## config.mk

```make
export PLATFORM = sky130hd
export DESIGN_NAME = alu_muldiv
export DESIGN_NICKNAME = d
export VERILOG_FILES = /design/src/rtl/alu_muldiv.sv
export SDC_FILE = /design/constraint.sdc
export NUM_CORES = 1
export LEC_CHECK = 0
export ABC_AREA = 1
export CORE_MARGIN = 5
export CORE_UTILIZATION = 34
export CTS_BUF_LIST = sky130_fd_sc_hd__clkbuf_8
export CTS_CLUSTER_SIZE = 40
export DETAILED_ROUTE_END_ITERATION = 10
export PLACE_DENSITY = 0.56
export SLEW_MARGIN = 20
export SYNTH_ARGS = -nofsm -noshare
export SYNTH_HDL_FRONTEND = slang
export SYNTH_SLANG_ARGS = --single-unit
```

## constraint.sdc

```tcl
create_clock -name clk -period 9.5 [get_ports clk]
set_input_delay 1.425 -clock clk [delete_from_list [all_inputs] [get_ports clk]]
set_output_delay 1.425 -clock clk [all_outputs]
set_load 0.01 [all_outputs]
```

## src/rtl/alu_muldiv.sv

```systemverilog
// Iterative RV32M-style multiply/divide unit: radix-2 shift-add multiply and
// restoring divide, one bit per cycle, with valid/ready handshake and flush.
module alu_muldiv #(
  parameter int WIDTH     = 32,
  parameter bit EARLY_OUT = 1'b1
) (
  input  logic             clk,
  input  logic             rst_n,
  input  logic             flush,
  input  logic             in_valid,
  output logic             in_ready,
  input  logic [2:0]       op,
  input  logic [WIDTH-1:0] dataa,
  input  logic [WIDTH-1:0] datab,
  output logic             out_valid,
  input  logic             out_ready,
  output logic [WIDTH-1:0] result,
  output logic             div_zero,
  output logic             busy
);

  localparam int CW = $clog2(WIDTH) + 1;
  localparam logic [WIDTH-1:0] MIN_VAL = {1'b1, {(WIDTH-1){1'b0}}};

  typedef enum logic [1:0] {S_IDLE, S_CALC, S_DONE} state_e;

  state_e             state_q, state_d;
  logic [CW-1:0]      cnt_q, cnt_d;
  logic [2*WIDTH-1:0] acc_q, acc_d;
  logic [WIDTH-1:0]   a_q, a_d, b_q, b_d, result_q, result_d;
  logic [2:0]         op_q, op_d;
  logic               neg_q, neg_d, dz_q, dz_d;

  logic               sgn_a, sgn_b, neg_a, neg_b, dz_in, ovf_in;
  logic [WIDTH-1:0]   abs_a, abs_b, early_res;

  always_comb begin
    sgn_a     = op[2] ? ~op[0] : (op[1:0] == 2'd1 || op[1:0] == 2'd2);
    sgn_b     = op[2] ? ~op[0] : (op[1:0] == 2'd1);
    neg_a     = sgn_a & dataa[WIDTH-1];
    neg_b     = sgn_b & datab[WIDTH-1];
    abs_a     = neg_a ? -dataa : dataa;
    abs_b     = neg_b ? -datab : datab;
    dz_in     = op[2] && (datab == '0);
    ovf_in    = op[2] && !op[0] && (dataa == MIN_VAL) && (&datab);
    early_res = dz_in ? (op[1] ? dataa : '1) : (op[1] ? '0 : MIN_VAL);
  end

  // acc holds {accumulator, multiplier} for multiply and {remainder, quotient} for divide
  logic [WIDTH:0]     mul_sum, div_sh, div_diff;
  logic [2*WIDTH-1:0] mul_next, div_next, acc_n, prod;
  logic [WIDTH-1:0]   quo_rem, fin_res;
  logic               fin_dz;

  always_comb begin
    mul_sum  = {1'b0, acc_q[2*WIDTH-1:WIDTH]} + ({1'b0, b_q} & {(WIDTH+1){acc_q[0]}});
    mul_next = {mul_sum, acc_q[WIDTH-1:1]};
    div_sh   = {acc_q[2*WIDTH-1:WIDTH], acc_q[WIDTH-1]};
    div_diff = div_sh - {1'b0, b_q};
    div_next = div_diff[WIDTH] ? {div_sh[WIDTH-1:0], acc_q[WIDTH-2:0], 1'b0}
                               : {div_diff[WIDTH-1:0], acc_q[WIDTH-2:0], 1'b1};
    acc_n    = op_q[2] ? div_next : mul_next;
    prod     = neg_q ? -acc_n : acc_n;
    quo_rem  = op_q[1] ? acc_n[2*WIDTH-1:WIDTH] : acc_n[WIDTH-1:0];
    fin_dz   = op_q[2] && (b_q == '0);
    if (!op_q[2])
      fin_res = (op_q[1:0] == 2'd0) ? prod[WIDTH-1:0] : prod[2*WIDTH-1:WIDTH];
    else if (fin_dz)
      fin_res = op_q[1] ? a_q : '1;
    else
      fin_res = neg_q ? -quo_rem : quo_rem;
  end

  always_comb begin
    state_d  = state_q;
    cnt_d    = cnt_q;
    acc_d    = acc_q;
    a_d      = a_q;
    b_d      = b_q;
    op_d     = op_q;
    neg_d    = neg_q;
    result_d = result_q;
    dz_d     = dz_q;
    if (flush) begin
      state_d = S_IDLE;
      cnt_d   = '0;
    end else begin
      unique case (state_q)
        S_IDLE: begin
          if (in_valid) begin
            op_d  = op;
            a_d   = dataa;
            b_d   = abs_b;
            acc_d = {{WIDTH{1'b0}}, abs_a};
            neg_d = (op[2] && op[1]) ? neg_a : (neg_a ^ neg_b);
            cnt_d = '0;
            if (EARLY_OUT && (dz_in || ovf_in)) begin
              state_d  = S_DONE;
              result_d = early_res;
              dz_d     = dz_in;
            end else begin
              state_d = S_CALC;
            end
          end
        end
        S_CALC: begin
          acc_d = acc_n;
          cnt_d = cnt_q + CW'(1);
          if (cnt_q == CW'(WIDTH-1)) begin
            state_d  = S_DONE;
            cnt_d    = '0;
            result_d = fin_res;
            dz_d     = fin_dz;
          end
        end
        S_DONE: begin
          if (out_ready) state_d = S_IDLE;
        end
        default: state_d = S_IDLE;
      endcase
    end
  end

  always_ff @(posedge clk or negedge rst_n) begin
    if (!rst_n) begin
      state_q  <= S_IDLE;
      cnt_q    <= '0;
      acc_q    <= '0;
      a_q      <= '0;
      b_q      <= '0;
      op_q     <= '0;
      neg_q    <= 1'b0;
      result_q <= '0;
      dz_q     <= 1'b0;
    end else begin
      state_q  <= state_d;
      cnt_q    <= cnt_d;
      acc_q    <= acc_d;
      a_q      <= a_d;
      b_q      <= b_d;
      op_q     <= op_d;
      neg_q    <= neg_d;
      result_q <= result_d;
      dz_q     <= dz_d;
    end
  end

  assign in_ready  = (state_q == S_IDLE);
  assign out_valid = (state_q == S_DONE);
  assign busy      = (state_q != S_IDLE);
  assign result    = result_q;
  assign div_zero  = dz_q;

endmodule

```

* Yosys cells after proc, flatten, opt, wreduce, memory -nomap -nowiden
Index checks and enable logic that the tools add are counted.
** Storage, ports and cells
- Flip-flop bits (word level) :: 173
- Input port bits :: 72
- Output and inout bits :: 36
- Word-level logic and storage cells :: 93
** Cells by class
- Add/sub/neg operators :: 7
- Eq/ne operators :: 12
- Muxes and demuxes :: 37
- Bitwise operators :: 6
- Reduce and logical (&&, ||, !) cells :: 22
** Operators with widths (number)
- $mux W32 :: 14
- $mux W64 :: 4
- $pmux W64 S2 :: 1
- $neg A32 Y32 :: 3
- $logic_not A32 Y1 :: 2
- $neg A64 Y64 :: 1
- $pmux W32 S2 :: 1
- $add A32 B33 Y33 :: 1
- $and A32 B33 Y33 :: 1
- $sub A33 B32 Y33 :: 1
- $eq A32 B32 Y1 const B :: 1
- $reduce_and A32 Y1 :: 1
- $mux W6 :: 3
- $pmux W6 S2 :: 1
- $mux W2 :: 5
- $reduce_and A3 Y1 :: 3
- $add A6 B1 Y6 const B :: 1
- $eq A6 B5 Y1 const B :: 1
- $logic_and A1 B1 Y1 :: 6
- $mux W1 :: 6
- $ne A3 B3 Y1 const B :: 2
- $pmux W2 S3 :: 1
- $reduce_and A5 Y1 :: 1
- $eq A2 B1 Y1 const B :: 2
- 14 further kinds :: 21

* Logic depth before layout (Yosys ltp)
- Word-level depth :: 10
- Mapped depth :: 35
- Mapped depth without buffers :: 35

* Least setup slack after synthesis
No wires, ideal clock.
- Path kind :: register to register
- Start :: register acc_q[31]
- End :: register result_q[16] (netlist: result[16])
- Setup time :: 0.078 ns
- Arrival :: 3.998 ns
- Required time :: 9.422 ns
- Setup slack :: 5.424 ns
- Stages on the path, launching flop included :: 35
- Buffers on the path :: 0
- Clock period less this slack :: 4.076 ns
- Cells stage by stage :: dfrtp_1 > inv_1 > ha_1 > inv_1 > fa_1 > nand2_1 > nand2_1 > nand3_1 > nand2_2 > nand2_1 > nand2_2 > nand2_4 > nand3_2 > nand2_4 > o21ai_2 > inv_2 > ha_1 > nand3_1 > nor2_1 > nand2_1 > nor2_2 > nand4_1 > nor2_1 > nand3b_1 > nor2_1 > nand3_1 > nor2_2 > nand2_1 > nand2_1 > nand2_1 > xor2_1 > nand2_1 > nand2_1 > nand3_1 > a21boi_1
** On the way
- Longest elaborated chain between the ends :: 10
** Ends and longest elaborated chain
- start, declared :: RTL line 29 : logic [2*WIDTH-1:0] acc_q, acc_d;
- start signal, assigned :: RTL line 128 : acc_q <= '0;
- start signal, assigned :: RTL line 138 : acc_q <= acc_d;
- $sub A33 B32 Y33 :: RTL line 59 : div_diff = div_sh - {1'b0, b_q};
- $mux W64 :: RTL line 60 : div_next = div_diff[WIDTH] ? {div_sh[WIDTH-1:0], acc_q[WIDTH-2:0], 1'b0}
- $mux W64 * :: RTL line 62 : acc_n = op_q[2] ? div_next : mul_next;
- $mux W32 :: RTL line 64 : quo_rem = op_q[1] ? acc_n[2*WIDTH-1:WIDTH] : acc_n[WIDTH-1:0];
- $neg A32 Y32 :: RTL line 71 : fin_res = neg_q ? -quo_rem : quo_rem;
- $mux W32 :: RTL line 71
- $mux W32 :: RTL line 68 : else if (fin_dz)
- $mux W32 * :: RTL line 66 : if (!op_q[2])
- $mux W32 * :: RTL line 109 : if (cnt_q == CW'(WIDTH-1)) begin
- $pmux W32 S2 * :: RTL line 88 : unique case (state_q)
- end signal, assigned :: RTL line 143 : result_q <= result_d;
- end, declared :: RTL line 30 : logic [WIDTH-1:0] a_q, a_d, b_q, b_d, result_q, result_d;
Every way passes the cells marked *; elsewhere a longest branch is shown, timed or not. The select of a mux whose other input is x is not followed.
A chain may end at the register's enable or synchronous reset.

* Worst setup path in the final report
- Start :: register acc_q[31]
- End :: register result_q[28] (netlist: result[28])
The elaborated chain is that of the path after synthesis.

==> run metrics <==
Port Buf Inserts=107; most used cell, CP=nand2_1; commonest non-fill, non-tap cell in the layout=nand2_1; core area=0.0575 mm^2; routability cong.=1.01; Antenna Violating Nets Remaining=0; Die Y=251 um; Final TNS setup=0 ns; pre-CTS setup slack=3.94 ns; worst reg2reg path depth=34; Die X=251 um; Synth warnings=0; Lkg Pwr=11.2 nW; synth top area cells=dfrtp_1 (22%), nand2_1 (18%), inv_1 (9.0%); # setup viols final=0; post-synth cell types=56; final period utilization=58.9%; VDD IR max=0.144 mV; syn_nets=3,538; vias in the first global route=21,000; ys flop type=dfrtp_1; final WL=84,600 um; placed insts=4,166; Pre-antenna DRT Iters=6; Slew headroom=31.8%; Post-Syn Instances=3,393; fmax=179 MHz; status=finished clean; CP required=10.02 ns; DP HPWL=66,500 um; grt ovf=0; mean area per synthesized cell=5.80 um^2; # rows=88; Crit-path slowest cell=nand2_4; Max Root-Sink Buffers=2; fin crit period=5.59 ns; WL met2=35,700 um; Syn Std Cell Area=0.0197 mm^2; WL/cell=20.1 um; # resized after CTS=0; fin util=37.9%; cell type with the largest total area after synthesis=dfrtp_1; Post-synth EDFFs=0; Worst Setup End Kind=flop; share of layout cells above drive strength 1=5.74%; Max Cap Viol=0; fin nets=3,565; number of fill cells=6,528; Worst Setup Start Kind=flop; CTS Sinks=173; Yosys top cell area share=22.0%; NetSw=0.00403 W; CTS tree=done; Non-Filler Instances=4,199; ys async rst share=100%; worst hold path class=flop to flop; DRC viols=0; Worst Path Class, Setup=flop to flop; Clk pwr share=8.6%; total vias in the final route=22,300; setup ws final=3.91 ns; worst path arrival time=6.12 ns; # IOs=108; TritonCTS buffer count=17; setup bufs post-CTS=0; Slew @ Worst Pin=1.01 ns; Layout area overhead=10.7%; Pins Over Slew Limit=0; Iter 0 DRT Violations=2,472; Hold Path Depth=2; combinational share of power=72.6%; Final Hold Viols=0; sequential share of power=18.8%; PwrDens=309 mW/mm^2; FF+latch count, synth=173; Int Pwr=0.00270 W; sequential fraction of the synthesis area=22.0%; Initial Utilization=34.3%; Clock Pin Slew Worst Setup and Hold Paths=0.12 ns; first-pass GRT wire length=129,000 um; clock skew=0.0249 ns; Routed met3 length=7000 um; depth of the CTS H-tree=4; pin count of the biggest net entering global routing=86; Via density=5.32; Switching Fraction=59.9%; RSZ-0062 raised after global routing=false; most frequent cells in the layout=nand2_1 (947), inv_1 (468), nor2_1 (347); Die ar.=0.0628 mm^2; # hold bufs at CTS=0; root buffer cell=clkbuf_8; met1 WL=38,000 um; max incr delay on CP=0.51 ns; antenna violations before repair=2; Worst-Skew Late Latency=0.59 ns; worst-path maximum fanout=44; GRT Overall Usage=26.3%; top sig layer=met5
routing by layer:
| layer | GRT usage, % | vias up |
|---|---|---|
| li1 | - | 11000 |
| met1 | 37.4 | 10300 |
| met2 | 38.9 | 911 |
| met3 | 5.19 | 149 |
| met4 | 11.2 | 2 |
| met5 | 0 | - |
stage by stage:
stage / area, um^2 / power [W] / hold slack (ns)
final: 21800 / 0.00673 / 0.495
after global routing: 21800 / 0.00732 / 0.520
after CTS: 21800 / 0.00666 / 0.499
after detailed placement: 21400 / 0.00606 / 0.470
after global placement: 21400 / 0.00608 / 0.462
after floorplan: 19700 / 0.00450 / 0.446
registers in the layout, indices dropped and copies added (netlist names):
signal and flops:
acc_q 64, a_q 32, b_q 32, result 32
cnt_q 6, op_q 3, state_q 2, div_zero 1
neg_q 1
synthesized netlist by cell type (3+ instances only):
master,number
nor3_1,51
nand3_2,10
buf_6,6
inv_2,16
nor4_1,14
or2_2,34
nand4_1,37
ha_1,71
o21bai_1,8
a21oi_1,209
dfrtp_1,173
nand2_1,947
a21boi_1,22
nand3b_1,13
o211ai_1,5
clkbuf_1,85
o21ai_2,4
a31oi_1,9
o21ai_1,18
nand2_4,5
inv_1,470
nor3_2,3
a21o_1,9
xnor2_1,10
nor2_4,4
o21a_1,11
a21boi_0,5
o22ai_1,32
nor2_2,17
o221ai_1,7
a2bb2oi_1,5
buf_1,20
nor2_1,348
nand3_1,279
xor2_1,80
nand2_2,29
buf_2,14
o21ai_0,290
worst max-delay path, delay by kind of cell, from the launching register on:
kind	cells	cell delay, ns
flip-flops	1	0.39
buffers and inverters	3	0.32
AO/OA/AOI/OAI	2	0.33
AND/OR/NAND/NOR	26	3.77
adder cells (fa/ha/maj)	3	0.71
power groups by stage:
stage	Combinational, W	Clock [W]	Sequential [W]
2_1_floorplan	0.00335	0	0.00115
3_3_place_gp	0.00481	0	0.00127
3_5_place_dp	0.00479	0	0.00127
4_1_cts	0.00481	0.000588	0.00126
5_1_grt	0.00541	0.000613	0.00129
6_report	0.00489	0.000576	0.00127
worst paths after layout:
| kind | to | slack (ns) | from |
|---|---|---|---|
| max in group asynchronous | op_q[2] | 7.32 | rst_n |
| worst max-delay path | result[28] | 3.91 | acc_q[31] |
| worst max register to register | result[28] | 3.91 | acc_q[31] |
| worst min-delay path | a_q[17] | 0.49 | a_q[17] |
| min in group asynchronous | a_q[29] | 0.82 | rst_n |
| worst min register to register | a_q[17] | 0.49 | a_q[17] |
layout make-up:
class / instances / area, um^2 / share of cell area, %
flip-flops and latches: 173 / 4340 / 19.9
clock buffers: 17 / 234 / 1.07
repair buffers: 136 / 1290 / 5.93
diodes: 1 / 2.50 / 0.0115
clock inverters: 15 / 154 / 0.706
inverters: 488 / 1830 / 8.41
multi-input cells: 2604 / 13000 / 59.6
well taps: 765 / 957 / 4.39
logic make-up after synthesis:
family	after synthesis	share of synthesized area, %
xor gates and xnor gates	90	4.00
AOI/OAI and AO/OA	643	17.9
and+or+nand+nor	1797	39.2
buffers and inverters	616	12.2
muxes	1	0.0508
adders and majority gates	73	4.72
DFF	173	22.0
Note: power is estimated with default switching activity, not from simulation.
